==> src/rtl/truth_table_tx.sv <==
// Collects one result bit per swept input vector into a bitmap and, on sweep end,
// sends it as an 8N1 UART frame: A5, count, bitmap bytes, XOR checksum.
module truth_table_tx #(
   parameter int unsigned BITS         = 3,
   parameter int unsigned CLKS_PER_BIT = 104
) (
   input  logic            clk,
   input  logic            rst,
   input  logic            sample_valid,
   input  logic [BITS-1:0] sample_vec,
   input  logic            sample_bit,
   input  logic            sweep_done,
   output logic            tx,
   output logic            busy,
   output logic            any_high,
   output logic            overrun
);

   localparam int unsigned N       = 1 << BITS;
   localparam int unsigned NBYTES  = (N + 7) / 8;
   localparam int unsigned NFRAME  = NBYTES + 3;
   localparam int unsigned BAUD_W  = $clog2(CLKS_PER_BIT);
   localparam int unsigned IDX_W   = $clog2(NFRAME + 1);
   localparam logic [7:0]  HEADER  = 8'hA5;

   typedef enum logic [2:0] {
      S_COLLECT = 3'd0,
      S_LOAD    = 3'd1,
      S_START   = 3'd2,
      S_DATA    = 3'd3,
      S_STOP    = 3'd4,
      S_DONE    = 3'd5
   } state_t;

   state_t                r_state;
   state_t                w_state_nxt;
   logic [BAUD_W-1:0]     r_baud;
   logic [2:0]            r_bit;
   logic [IDX_W-1:0]      r_idx;
   logic [7:0]            r_shift;
   logic [N-1:0]          r_bitmap;
   logic [7:0]            r_count;
   logic                  r_tx;
   logic                  r_busy;
   logic                  r_any_high;
   logic                  r_overrun;

   logic                  w_baud_end;
   logic                  w_stop_early;
   logic                  w_last_byte;
   logic [7:0]            w_checksum;
   logic [7:0]            w_byte;
   logic                  w_tx_nxt;
   logic                  w_busy_nxt;

   assign w_baud_end   = (r_baud == BAUD_W'(CLKS_PER_BIT - 1));
   assign w_stop_early = (r_baud == BAUD_W'(CLKS_PER_BIT - 2));
   assign w_last_byte  = (r_idx == IDX_W'(NFRAME - 1));

   // Checksum covers count and bitmap; both are frozen while a frame is in flight.
   always_comb begin
      w_checksum = r_count;
      for (int k = 0; k < int'(NBYTES); k++) begin
         w_checksum = w_checksum ^ r_bitmap[8*k +: 8];
      end
   end

   always_comb begin
      w_byte = HEADER;
      if (r_idx == IDX_W'(1)) begin
         w_byte = r_count;
      end else if (w_last_byte) begin
         w_byte = w_checksum;
      end else begin
         for (int k = 0; k < int'(NBYTES); k++) begin
            if (r_idx == IDX_W'(k + 2)) begin
               w_byte = r_bitmap[8*k +: 8];
            end
         end
      end
   end

   always_ff @(posedge clk) begin
      if (rst) begin
         r_state <= S_COLLECT;
      end else begin
         r_state <= w_state_nxt;
      end
   end

   // Non-final stop bits leave one cycle early; the LOAD cycle completes them.
   always_comb begin
      w_state_nxt = r_state;
      case (r_state)
         S_COLLECT: begin
            if (sweep_done) begin
               w_state_nxt = S_LOAD;
            end
         end
         S_LOAD: begin
            w_state_nxt = S_START;
         end
         S_START: begin
            if (w_baud_end) begin
               w_state_nxt = S_DATA;
            end
         end
         S_DATA: begin
            if (w_baud_end && (r_bit == 3'd7)) begin
               w_state_nxt = S_STOP;
            end
         end
         S_STOP: begin
            if (w_last_byte && w_baud_end) begin
               w_state_nxt = S_DONE;
            end else if (!w_last_byte && w_stop_early) begin
               w_state_nxt = S_LOAD;
            end
         end
         S_DONE: begin
            w_state_nxt = S_COLLECT;
         end
         default: begin
            w_state_nxt = S_COLLECT;
         end
      endcase
   end

   // Next value of the registered serial line and busy flag.
   always_comb begin
      w_tx_nxt   = r_tx;
      w_busy_nxt = (w_state_nxt == S_LOAD)  || (w_state_nxt == S_START) ||
                   (w_state_nxt == S_DATA)  || (w_state_nxt == S_STOP);
      case (r_state)
         S_LOAD: begin
            w_tx_nxt = 1'b0;
         end
         S_START: begin
            if (w_baud_end) begin
               w_tx_nxt = r_shift[0];
            end
         end
         S_DATA: begin
            if (w_baud_end) begin
               w_tx_nxt = (r_bit == 3'd7) ? 1'b1 : r_shift[1];
            end
         end
         default: begin
            w_tx_nxt = 1'b1;
         end
      endcase
   end

   always_ff @(posedge clk) begin
      if (rst) begin
         r_tx   <= 1'b1;
         r_busy <= 1'b0;
      end else begin
         r_tx   <= w_tx_nxt;
         r_busy <= w_busy_nxt;
      end
   end

   // Baud timing, bit/byte sequencing and the transmit shift register.
   always_ff @(posedge clk) begin
      if (rst) begin
         r_baud  <= '0;
         r_bit   <= '0;
         r_idx   <= '0;
         r_shift <= '0;
      end else begin
         case (r_state)
            S_COLLECT: begin
               r_baud <= '0;
               r_idx  <= '0;
            end
            S_LOAD: begin
               r_shift <= w_byte;
               r_baud  <= '0;
               r_bit   <= '0;
            end
            S_START: begin
               r_baud <= w_baud_end ? '0 : r_baud + BAUD_W'(1);
            end
            S_DATA: begin
               if (w_baud_end) begin
                  r_baud  <= '0;
                  r_bit   <= r_bit + 3'd1;
                  r_shift <= {1'b0, r_shift[7:1]};
               end else begin
                  r_baud <= r_baud + BAUD_W'(1);
               end
            end
            S_STOP: begin
               if (!w_last_byte && w_stop_early) begin
                  r_baud <= '0;
                  r_idx  <= r_idx + IDX_W'(1);
               end else if (w_baud_end) begin
                  r_baud <= '0;
               end else begin
                  r_baud <= r_baud + BAUD_W'(1);
               end
            end
            default: begin
               r_baud <= '0;
               r_idx  <= '0;
            end
         endcase
      end
   end

   // Result collection; a sample coincident with sweep_done is still stored.
   always_ff @(posedge clk) begin
      if (rst) begin
         r_bitmap   <= '0;
         r_count    <= '0;
         r_any_high <= 1'b0;
         r_overrun  <= 1'b0;
      end else begin
         if ((r_state == S_COLLECT) && sample_valid) begin
            r_bitmap[sample_vec] <= sample_bit;
            r_count              <= (r_count == 8'hFF) ? r_count : r_count + 8'd1;
            r_any_high           <= r_any_high | sample_bit;
         end
         if (r_state == S_DONE) begin
            r_bitmap   <= '0;
            r_count    <= '0;
            r_any_high <= 1'b0;
         end
         if (r_busy && (sample_valid || sweep_done)) begin
            r_overrun <= 1'b1;
         end
      end
   end

   assign tx       = r_tx;
   assign busy     = r_busy;
   assign any_high = r_any_high;
   assign overrun  = r_overrun;

endmodule
==> config.mk <==
export PLATFORM = sky130hd
export DESIGN_NAME = truth_table_tx
export DESIGN_NICKNAME = d
export VERILOG_FILES = /design/src/rtl/truth_table_tx.sv
export SDC_FILE = /design/constraint.sdc
export NUM_CORES = 1
export LEC_CHECK = 0
export ABC_AREA = 1
export BUFFER_PORTS_ARGS = -buffer_cell sky130_fd_sc_hd__buf_2
export CORE_MARGIN = 4
export CORE_UTILIZATION = 60
export CTS_CLUSTER_DIAMETER = 200
export DETAILED_ROUTE_END_ITERATION = 7
export MAX_ROUTING_LAYER = met4
export PLACE_DENSITY = 0.78
export SKIP_LAST_GASP = 1
export SLEW_MARGIN = 20
export SYNTH_ARGS = -nofsm -noshare
export SYNTH_HDL_FRONTEND = slang
export SYNTH_SLANG_ARGS = --single-unit
==> constraint.sdc <==
create_clock -name clk -period 2.94 [get_ports clk]
set_input_delay 0.147 -clock clk [delete_from_list [all_inputs] [get_ports clk]]
set_output_delay 0.147 -clock clk [all_outputs]
set_load 0.02 [all_outputs]
# Word-level counts from Yosys, hierarchy flattened
# Cells that the tools add are included.
dict set report totals {
  ramBits 0
  mem_bits_ro 0
  latch_bits 0
  out_inout_bits 4
  word_cells 85
  input_bits 8
  mem_count 0
  ff_bits 44
}
dict set report classes {
  addsub 4
  eq_ne 19
  mux 25
  n_lt_le_gt_ge 2
  n_reduce_logical 20
  n_div 0
  n_shift 0
  bitwise 4
  mul 0
}
# cell count
set ops {}
lappend ops {{two-way mux 8 bit} 4}
lappend ops {{two-way mux 3 bit} 7}
lappend ops {{equality test 3 x 2 -> 1 bit, second input constant} 6}
lappend ops {{one-hot mux 8 bit (2 select lines)} 1}
lappend ops {{one-hot mux 3 bit (5 select lines)} 1}
lappend ops {{equality test 7 bit, second input constant} 2}
lappend ops {{two-way mux 7 bit} 2}
lappend ops {{one-hot mux 7 bit (2 select lines)} 1}
lappend ops {{equality test 3 bit, second input constant} 4}
lappend ops {{one-hot mux 3 bit (2 select lines)} 2}
lappend ops {{equality test 3 x 1 -> 1 bit, second input constant} 3}
lappend ops {{adder 8 x 1 -> 8 bit, second input constant} 1}
lappend ops {{bitwise mux 8 bit} 1}
lappend ops {{equality test 8 bit, second input constant} 1}
lappend ops {{AND reduction 2 bit} 4}
lappend ops {{XOR 8 bit} 1}
lappend ops {{adder 7 x 1 -> 7 bit, second input constant} 1}
lappend ops {{adder 3 x 1 -> 3 bit, second input constant} 2}
lappend ops {{logical AND 1 bit} 6}
lappend ops {{inequality test 2 bit, second input constant} 3}
lappend ops {{logical OR 1 bit} 4}
lappend ops {{less-than comparator 3 x 4 -> 1 bit, second input constant} 1}
lappend ops {{two-way mux 1 bit} 4}
lappend ops {{OR reduction 2 bit} 2}
lappend ops {{other kinds (9)} 10}

# Longest topological paths before layout
# Gate-level depths: netlist of run 1.
dict set report logic_depth {
  word_depth 10
  depth_mapped 12
  ltp_nobuf 12
}

# Worst setup path before layout of run 1
# No wires, ideal clock.
dict set report synth_timing {
  kind {register to register}
  from {reg r_idx[0]}
  to {reg r_shift[3]}
  setup_time_ns 0.122
  period_less_slack_ns 1.526
  path_buffers 1
  arrival_time_ns 1.404
  stages_incl_launch_ff 12
  t_required_ns 2.818
  setup_slack_ns 1.414
  cell_sequence {dfxtp_1 > ha_1 > ha_1 > buf_2 > inv_1 > nand2_1 > nand2_1 > inv_1 > nand2_1 > o211ai_1 > o21ai_0 > a21oi_1}
}
dict set report synth_between {
  elab_chain_cells 5
  elab_cells_between_ends 7
  classes_between {3 x eq/ne; 4 x mux}
}
# item line
set synth_rtl {}
lappend synth_rtl {{from (decl)} 39} ;# logic [IDX_W-1:0] r_idx;
lappend synth_rtl {{from (signal assigned)} 197} ;# r_idx <= r_idx + IDX_W'(1);
lappend synth_rtl {{equality test 3 x 2 -> 1 bit} 76} ;# if (r_idx == IDX_W'(k + 2)) begin
lappend synth_rtl {{two-way mux 8 bit} 76}
lappend synth_rtl {{two-way mux 8 bit} 72} ;# end else if (w_last_byte) begin
lappend synth_rtl {{two-way mux 8 bit (*)} 70} ;# if (r_idx == IDX_W'(1)) begin
lappend synth_rtl {{one-hot mux 8 bit (2 select lines) (*)} 172} ;# case (r_state)
lappend synth_rtl {{to (signal assigned)} 178} ;# r_shift <= w_byte;
lappend synth_rtl {{to (signal assigned)} 189} ;# r_shift <= {1'b0, r_shift[7:1]};
lappend synth_rtl {{to (decl)} 40} ;# logic [7:0] r_shift;
# Every way passes the cells marked *; elsewhere a longest branch is shown, timed or not.
# A chain may end at the register's enable or synchronous reset.

# Final worst setup path of run 1
dict set report layout_timing {
  from {reg r_idx[0]}
  to {reg r_baud[4]}
}
dict set report layout_between {
  elab_chain_cells 5
}
# item line
set layout_rtl {}
lappend layout_rtl {{equality test 3 x 2 -> 1 bit} 58} ;# assign w_last_byte = (r_idx == IDX_W'(NFRAME - 1));
lappend layout_rtl {{logical NOT 1 bit} 195} ;# if (!w_last_byte && w_stop_early) begin
lappend layout_rtl {{logical AND 1 bit} 195}
lappend layout_rtl {{two-way mux 7 bit} 195}
lappend layout_rtl {{one-hot mux 7 bit (2 select lines)} 172}
lappend layout_rtl {{to (signal assigned)} 183} ;# r_baud <= w_baud_end ? '0 : r_baud + BAUD_W'(1);
lappend layout_rtl {{to (signal assigned)} 191} ;# r_baud <= r_baud + BAUD_W'(1);
lappend layout_rtl {{to (signal assigned)} 201} ;# r_baud <= r_baud + BAUD_W'(1);
lappend layout_rtl {{to (decl)} 37} ;# logic [BAUD_W-1:0] r_baud;
# No other way between the ends.

==> results of run 1 <==
[layout by cell type (no fill, tap or decap), types with 3 or more instances in the layout]
| cell type | count |
|---|---|
| xnor2_1 | 8 |
| o211ai_1 | 5 |
| nand2_2 | 3 |
| nor2_1 | 34 |
| buf_2 | 11 |
| clkbuf_8 | 5 |
| nand2_1 | 58 |
| o21ai_0 | 30 |
| a21oi_1 | 30 |
| xor2_1 | 3 |
| o22ai_1 | 4 |
| dfxtp_1 | 44 |
| inv_1 | 39 |
| inv_2 | 4 |
| nand3_1 | 21 |
| ha_1 | 9 |
| nor3_1 | 5 |
[worst max path at each step]
stage | to | slack [ps] | from | depth (start not counted)
final | r_baud[4] | 900 | r_idx[0] | 8
after global routing | r_baud[4] | 610 | r_idx[0] | 8
after CTS | r_baud[4] | 910 | r_idx[0] | 8
after detailed placement | r_baud[4] | 970 | r_idx[0] | 8
after global placement | r_baud[3] | 1120 | r_idx[0] | 8
after floorplan | r_shift[3] | 1410 | r_idx[0] | 11
[metrics by stage]
stage | setup slack [ps] | util [%] | instances
5_1_grt | 606 | 66.7 | 378
3_5_place_dp | 970 | 64.5 | 371
3_3_place_gp | 1120 | 64.5 | 371
4_1_cts | 912 | 66.7 | 378
6_report | 899 | 66.7 | 378
2_1_floorplan | 1410 | - | 318
[worst max-delay path, delay by kind of cell (launching register included)]
family                     cells  cell delay [ps]
and+or+nand+nor                5              770
adders and majority gates      2              550
DFF                            1              400
AOI/OAI and AO/OA              1              230
[logic make-up after synthesis]
family,Yosys count,synth area share (%)
AO/OA/AOI/OAI,74,18.1
XOR/XNOR,11,4.23
adder cells (fa/ha/maj),9,4.94
buffers and inverters,50,8.90
flip-flops,44,38.7
AND/OR/NAND/NOR,130,25.2
[flip-flops by register name (all words and copies together) (netlist names)]
signal    flops
any_high      1
busy          1
overrun       1
r_baud        7
r_bit         3
r_bitmap      8
r_count       8
r_idx         3
r_shift       8
r_state       3
tx            1
[final cells by class]
cell class	count	area, sq um
well taps	48	60.1
repair buffers	12	62.6
fillers	330	1220
clock buffers	5	68.8
flip-flops and latches	44	881
multi-input cells	224	1190
clock inverters	2	12.5
inverters	43	161
[power groups by stage]
stage / registers [W] / logic, W / clock network [W]
finish: 0.000647 / 0.000147 / 0.000364
global route: 0.000650 / 0.000167 / 0.000399
CTS: 0.000646 / 0.000147 / 0.000371
floorplan: 0.000663 / 0.000106 / 0
detailed placement: 0.000660 / 0.000147 / 0
global placement: 0.000659 / 0.000145 / 0
[layer usage]
layer / wire (um) / track usage (%) / vias up
li1: - / - / 1065
met4: 42 / 5.96 / 0
met5: 0 / - / -
met1: 2380 / 27.7 / 883
met2: 2010 / 30.9 / 36
met3: 169 / 4.64 / 4
==> results.json, run 1 <==
{
  "grt_pass1_vias": 1782,
  "startpoint_type": "register",
  "die_h_um": 69.6,
  "worstHoldPathType": "in -> reg",
  "worstMarginPinSlew_ps": 366,
  "synth_flop_cell": "dfxtp_1",
  "dp_hpwl_um": 3480,
  "synth_common_cells": "58 x nand2_1, 44 x dfxtp_1, 39 x inv_1",
  "cp.arrival_ps": 2250,
  "leakage_nw": 0.977,
  "yosysMostFrequentCell": "nand2_1",
  "vias": 1988,
  "holdPathStages": 3,
  "ios": 12,
  "drt-initial-drc-count": 148,
  "setup_violations": 0,
  "comb_power_share_pct": 12.7,
  "ys_seq_elements": 44,
  "timing.rr.end": "r_baud[4]",
  "hold_path_startpoint": "sample_valid",
  "switching_share_pct": 27.7,
  "p_clk_share_pct": 31.5,
  "yosysSeqAreaShare_pct": 38.7,
  "first_pass_iters": 4,
  "drv_slew": 0,
  "insertion_delay_ps": 300,
  "cpMaxStageDelayCell": "dfxtp_1",
  "drc": 0,
  "cp-end-kind": "register",
  "timing.rr.start": "r_idx[0]",
  "area_delta_synth_final_pct": 7.14,
  "grt_pass1_wl_um": 7980,
  "core_sq_mm": 0.00366,
  "yosys.area.top_type": "dfxtp_1",
  "yosysWarnings": 0,
  "cts_buffer_depth": 2,
  "final.period_utilization_pct": 69.4,
  "r2r_slack_ps": 900,
  "postCtsSetupBuffers": 0,
  "synth_edf_count": 0,
  "synth_cell_types": 29,
  "p_int_w": 0.000837,
  "grtUsageTotal_pct": 20.5,
  "cp_data_required_time_ps": 3150,
  "max-vdd-ir-drop_v": 0.000400,
  "hold_violations": 0,
  "rsz0062_at_grt": "false",
  "critPathKind": "reg -> reg",
  "num_rows": 22,
  "cts_root_buffer": "clkbuf_8",
  "drive_above_1_share_pct": 9.39,
  "cts_sinks": 44,
  "wire_per_inst_um": 12.2,
  "totalPowerFinal_w": 0.00116,
  "avgSynthCellArea_sq_um": 7.16,
  "async_flop_share_pct": 0,
  "clkSlewWorstSetupHoldPaths_ps": 80,
  "finalClockSkew_ps": 12.4,
  "path_common_cell": "ha_1",
  "postLayoutCellArea_sq_mm": 0.00244,
  "setup_tns_ps": 0,
  "relSlewSlack_pct": 75.6,
  "start_util_pct": 62.2,
  "routed_via_density": 5.26,
  "overflow": 0,
  "hold_ws_ps": 145,
  "net-switching-power_w": 0.000321,
  "syn_nets": 335,
  "antenna_found_initial": 0,
  "place_area_sq_mm": 0.00236,
  "nets": 347,
  "seqPwrFrac_pct": 55.9,
  "timing.final.crit_period_ps": 2040,
  "path_max_fanout": 11,
  "fmax_ghz": 0.490,
  "power_per_cell_area_mw_per_mm2": 474,
  "die_w_um": 69.6,
  "yosys-top-cells-area": "dfxtp_1 39%, nand2_1 9.6%, a21oi_1 6.6%",
  "synthCells": 318,
  "hold_buffers": 0,
  "diodes": 0,
  "cts_resized": 0,
  "max_cap_viol_count": 0,
  "htree_levels": 2,
  "status": "finished, final reports clean",
  "rr_worst_depth": 8,
  "die_area_sq_mm": 0.00485,
  "cts_tree": "done",
  "synth_top_area_share_pct": 38.7,
  "final_antenna_net_count": 0,
  "crit_path_max_incr_delay_ps": 400,
  "hold_end": "any_high",
  "syn_area_sq_mm": 0.00228,
  "io_buffers": 11,
  "path_cells": "ha_1, ha_1, nor2_1, nand3b_1, nand4_1, a21oi_1, nand2_1, nor3b_1",
  "wirelength_um": 4600,
  "grt_max_degree": 18,
  "gp_congestion": 0.917,
  "cts-buffers-inserted": 5
}
No activity file was read; power rests on OpenSTA's default activity.
==> run 2: changes to the inputs <==
--- a/config.mk
+++ b/config.mk
@@ -8,11 +8,11 @@
 export ABC_AREA = 1
 export BUFFER_PORTS_ARGS = -buffer_cell sky130_fd_sc_hd__buf_2
 export CORE_MARGIN = 4
-export CORE_UTILIZATION = 60
+export CORE_UTILIZATION = 54
 export CTS_CLUSTER_DIAMETER = 200
 export DETAILED_ROUTE_END_ITERATION = 7
 export MAX_ROUTING_LAYER = met4
-export PLACE_DENSITY = 0.78
+export PLACE_DENSITY = 0.75
 export SKIP_LAST_GASP = 1
 export SLEW_MARGIN = 20
 export SYNTH_ARGS = -nofsm -noshare
==> constraint.sdc (replaced) <==
create_clock -name clk -period 1.7 [get_ports clk]
set_input_delay 0.085 -clock clk [delete_from_list [all_inputs] [get_ports clk]]
set_output_delay 0.085 -clock clk [all_outputs]
set_load 0.02 [all_outputs]
==> results.json, run 2 (synthesis results as in run 1) <==
{
  "start_util_pct": 56.6,
  "holdPathStages": 2,
  "cts_tree": "done",
  "area_delta_synth_final_pct": 14.3,
  "wire_per_inst_um": 13.5,
  "setup_violations": 0,
  "first_pass_iters": 4,
  "status": "finished, final reports clean",
  "timing.rr.start": "r_idx[0]",
  "gp_congestion": 0.919,
  "timing.final.crit_period_ps": 1660,
  "final_cell_mix": "56 x nand2_1, 41 x dfxtp_1, 38 x inv_1",
  "worstMarginPinSlew_ps": 358,
  "p_clk_share_pct": 33.3,
  "diodes": 0,
  "htree_levels": 2,
  "grt_pass1_wl_um": 8800,
  "antenna_found_initial": 0,
  "drive_above_1_share_pct": 15.9,
  "grt_max_degree": 17,
  "hold_buffers": 0,
  "cts_sinks": 44,
  "cts_buffer_depth": 2,
  "crit_start": "r_idx[0]",
  "drt-initial-drc-count": 124,
  "totalPowerFinal_w": 0.00210,
  "overflow": 0,
  "drc": 0,
  "cp-end-kind": "register",
  "final_antenna_net_count": 0,
  "max_cap_viol_count": 0,
  "setup_tns_ps": 0,
  "ios": 12,
  "final.period_utilization_pct": 97.8,
  "cts_root_buffer": "clkbuf_8",
  "seqPwrFrac_pct": 53.2,
  "rsz0062_at_grt": "true",
  "switching_share_pct": 27.9,
  "grtUsageTotal_pct": 21.8,
  "rr_worst_depth": 10,
  "n_fill_cell": 369,
  "dp_hpwl_um": 3860,
  "wirelength_um": 5260,
  "cp_data_required_time_ps": 1900,
  "hold_path_startpoint": "rst",
  "fmax_ghz": 0.602,
  "startpoint_type": "register",
  "cts-buffers-inserted": 5,
  "cp.arrival_ps": 1870,
  "hold_violations": 0,
  "leakage_nw": 1.04,
  "drv_slew": 0,
  "num_rows": 23,
  "clkSlewWorstSetupHoldPaths_ps": 90,
  "comb_power_share_pct": 13.5,
  "grt_pass1_vias": 1925,
  "routed_via_density": 5.36,
  "path_max_fanout": 4,
  "final_common_cell": "nand2_1",
  "insertion_delay_ps": 310,
  "max-vdd-ir-drop_v": 0.000637,
  "net-switching-power_w": 0.000587,
  "power_per_cell_area_mw_per_mm2": 807,
  "nets": 356,
  "p_int_w": 0.00151,
  "top_regs": "r_bitmap x8, r_count x8, r_shift x8",
  "die_area_sq_mm": 0.00532,
  "core_sq_mm": 0.00403,
  "die_h_um": 73.0,
  "postCtsSetupBuffers": 0,
  "finalClockSkew_ps": 7.95,
  "io_buffers": 11,
  "vias": 2090,
  "critPathKind": "reg -> reg",
  "die_w_um": 73.0,
  "worstHoldPathType": "in -> reg",
  "relSlewSlack_pct": 76.0
}
-- run 2: worst max-delay path: stages, from the launching register on --
cell	delay, ps
dfxtp_4	370
ha_4	160
ha_4	160
nor2_1	110
nand3b_1	150
nand4_1	220
o21ai_1	110
inv_1	100
nand3_1	90
nand2_1	60
nor2_1	30
-- run 2: layer usage --
layer  vias up  global-route usage, %  wire length, um
met5         -                      -                0
met4         0                   6.35               73
met3         6                   4.13              183
met2        41                   32.4             2440
met1       963                   30.2             2560
li1       1080                      -                -
-- run 2: area by class of cell --
cell class | instances | area [sq um] | area share (%)
sequential | 44 | 890 | 34.1
timing repair buffer | 21 | 143 | 5.48
multi-input combinational | 224 | 1250 | 48.2
clock inverter | 1 | 7.51 | 0.288
tap | 50 | 62.6 | 2.40
clock buffer | 7 | 86.3 | 3.31
inverter | 43 | 161 | 6.20
-- run 2: power groups by stage --
stage / registers, W / logic, W / clock network [W]
final: 0.00112 / 0.000283 / 0.000700
after global placement: 0.00114 / 0.000268 / 0
after CTS: 0.00112 / 0.000274 / 0.000707
after floorplan: 0.00115 / 0.000183 / 0
after global routing: 0.00112 / 0.000321 / 0.000749
after detailed placement: 0.00114 / 0.000273 / 0
-- run 2: what timing repair did --
item	in CTS	in global routing
pin swaps	0	3
setup endpoints to repair	3	20
resized for setup	3	17
-- run 2: worst paths after layout --
path	endpoint	slack, ps
max	busy	40
min	r_state[1]	100
max reg2reg	busy	40
min reg2reg	r_baud[0]	440
-- run 2: per-stage QoR --
stage / instances / util (%) / area, sq um / hold slack [ps] / setup WS (ps)
CTS: 390 / 63.2 / 2540 / 96.9 / 2.12
global route: 390 / 64.7 / 2610 / 120 / -37.6
detailed placement: 382 / 60.6 / 2440 / 409 / -20.0
finish: 390 / 64.7 / 2610 / 98.9 / 37.9
global placement: 382 / 60.6 / 2440 / 410 / 38.8
floorplan: 318 / - / 2280 / 245 / 174
==> run 3: changes to the inputs <==
--- a/config.mk
+++ b/config.mk
@@ -8,11 +8,10 @@
 export ABC_AREA = 1
 export BUFFER_PORTS_ARGS = -buffer_cell sky130_fd_sc_hd__buf_2
 export CORE_MARGIN = 4
-export CORE_UTILIZATION = 54
+export CORE_UTILIZATION = 25
 export CTS_CLUSTER_DIAMETER = 200
 export DETAILED_ROUTE_END_ITERATION = 7
 export MAX_ROUTING_LAYER = met4
-export PLACE_DENSITY = 0.75
 export SKIP_LAST_GASP = 1
 export SLEW_MARGIN = 20
 export SYNTH_ARGS = -nofsm -noshare
==> results.json, run 3 (synthesis results as in run 1) <==
{
  "status": "finished, final reports clean",
  "grt_pass1_wl_um": 8800,
  "grt_max_degree": 18,
  "first_pass_iters": 4,
  "cts-buffers-inserted": 5,
  "final_common_cell": "nand2_1",
  "wirelength_um": 5350,
  "area_delta_synth_final_pct": 19.8,
  "insertion_delay_ps": 290,
  "antenna_found_initial": 0,
  "grtUsageTotal_pct": 10.7,
  "drt-initial-drc-count": 78,
  "top_regs": "r_bitmap x8, r_count x8, r_shift x8",
  "leakage_nw": 1.06,
  "max_cap_viol_count": 0,
  "final_cell_mix": "56 x nand2_1, 40 x dfxtp_1, 36 x inv_1",
  "setup_violations": 0,
  "gp_congestion": 0.838,
  "die_h_um": 103,
  "drive_above_1_share_pct": 19.0,
  "path_max_fanout": 5,
  "placedCellCount": 440,
  "clkSlewWorstSetupHoldPaths_ps": 80,
  "hold_ws_ps": 99.6,
  "max-vdd-ir-drop_v": 0.000307,
  "cts_tree": "done",
  "diodes": 0,
  "routed_via_density": 4.65,
  "wire_per_inst_um": 11.8,
  "grt_pass1_vias": 1930,
  "cts_root_buffer": "clkbuf_8",
  "cp-end-kind": "register",
  "startpoint_type": "register",
  "rsz0062_at_grt": "true",
  "die_area_sq_mm": 0.0107,
  "hold_buffers": 0,
  "dp_hpwl_um": 3970,
  "fmax_ghz": 0.611,
  "critPathKind": "reg -> reg",
  "start_util_pct": 25.9,
  "die_w_um": 103,
  "relSlewSlack_pct": 76.3,
  "cp.arrival_ps": 1860,
  "core_sq_mm": 0.00881,
  "ios": 12,
  "num_rows": 34,
  "htree_levels": 2,
  "worstHoldPathType": "in -> reg",
  "final_antenna_net_count": 0,
  "drv_slew": 0,
  "power_per_cell_area_mw_per_mm2": 772,
  "final.period_utilization_pct": 96.3,
  "vias": 2116,
  "cts_buffer_depth": 2,
  "finalClockSkew_ps": 4.71,
  "nets": 363,
  "cp_data_required_time_ps": 1920,
  "io_buffers": 11,
  "fin_cells": 455,
  "drc": 0,
  "timing.final.crit_period_ps": 1640,
  "worstMarginPinSlew_ps": 354,
  "overflow": 0,
  "cts_sinks": 44,
  "hold_violations": 0
}
run 3: timing repair:
item | 4_1_cts | 5_1_grt
pin swaps | 0 | 7
setup endpoints to repair | 3 | 20
setup buffers | 0 | 7
resized for setup | 3 | 22
run 3: final cells by class:
type | count | area (sq um)
well taps | 108 | 135
fillers | 931 | 6080
repair buffers | 28 | 183
flip-flops and latches | 44 | 888
inverters | 43 | 161
clock inverters | 1 | 7.51
clock buffers | 7 | 86.3
multi-input cells | 224 | 1270
run 3: per-stage QoR:
step	util (%)	power, W	worst slack, ps	cell area [sq um]	TNS, ps
2_1_floorplan	-	0.00133	174	2280	0
3_3_place_gp	28.4	0.00141	19.2	2500	0
3_5_place_dp	28.4	0.00142	-11.3	2500	-16.6
4_1_cts	29.6	0.00211	-6.12	2610	-6.12
5_1_grt	31.0	0.00222	-30.0	2730	-76.2
6_report	31.0	0.00211	63.7	2730	0
run 3: final timing paths:
kind	startpoint	endpoint	slack, ps	cells after the start
max	r_idx[1]	r_baud[4]	60	8
min	sample_valid	any_high	100	3
max reg2reg	r_idx[1]	r_baud[4]	60	8
min reg2reg	r_baud[0]	r_baud[0]	440	1
run 3: metal layers:
layer  vias up  wire length, um  GRT usage, %
li1       1097                -             -
met1       970             2440          13.2
met2        40             2590          17.5
met3         9              238          2.62
met4         0               82          3.19
met5         -                0             -
run 3: power by group:
part           switching [W]  internal (W)  total (W)
logic               0.000181      0.000108   0.000289
clock network       0.000369      0.000331   0.000700
registers          0.0000377       0.00108    0.00112
run 3: worst max-delay path, cell delays in order (launching register included):
cell and delay [ps]:
dfxtp_4 380, ha_4 140, ha_4 130, nor2_2 30
nand3b_1 130, nand4_1 200, a21oi_2 220, nand2_2 130
nor3b_2 200
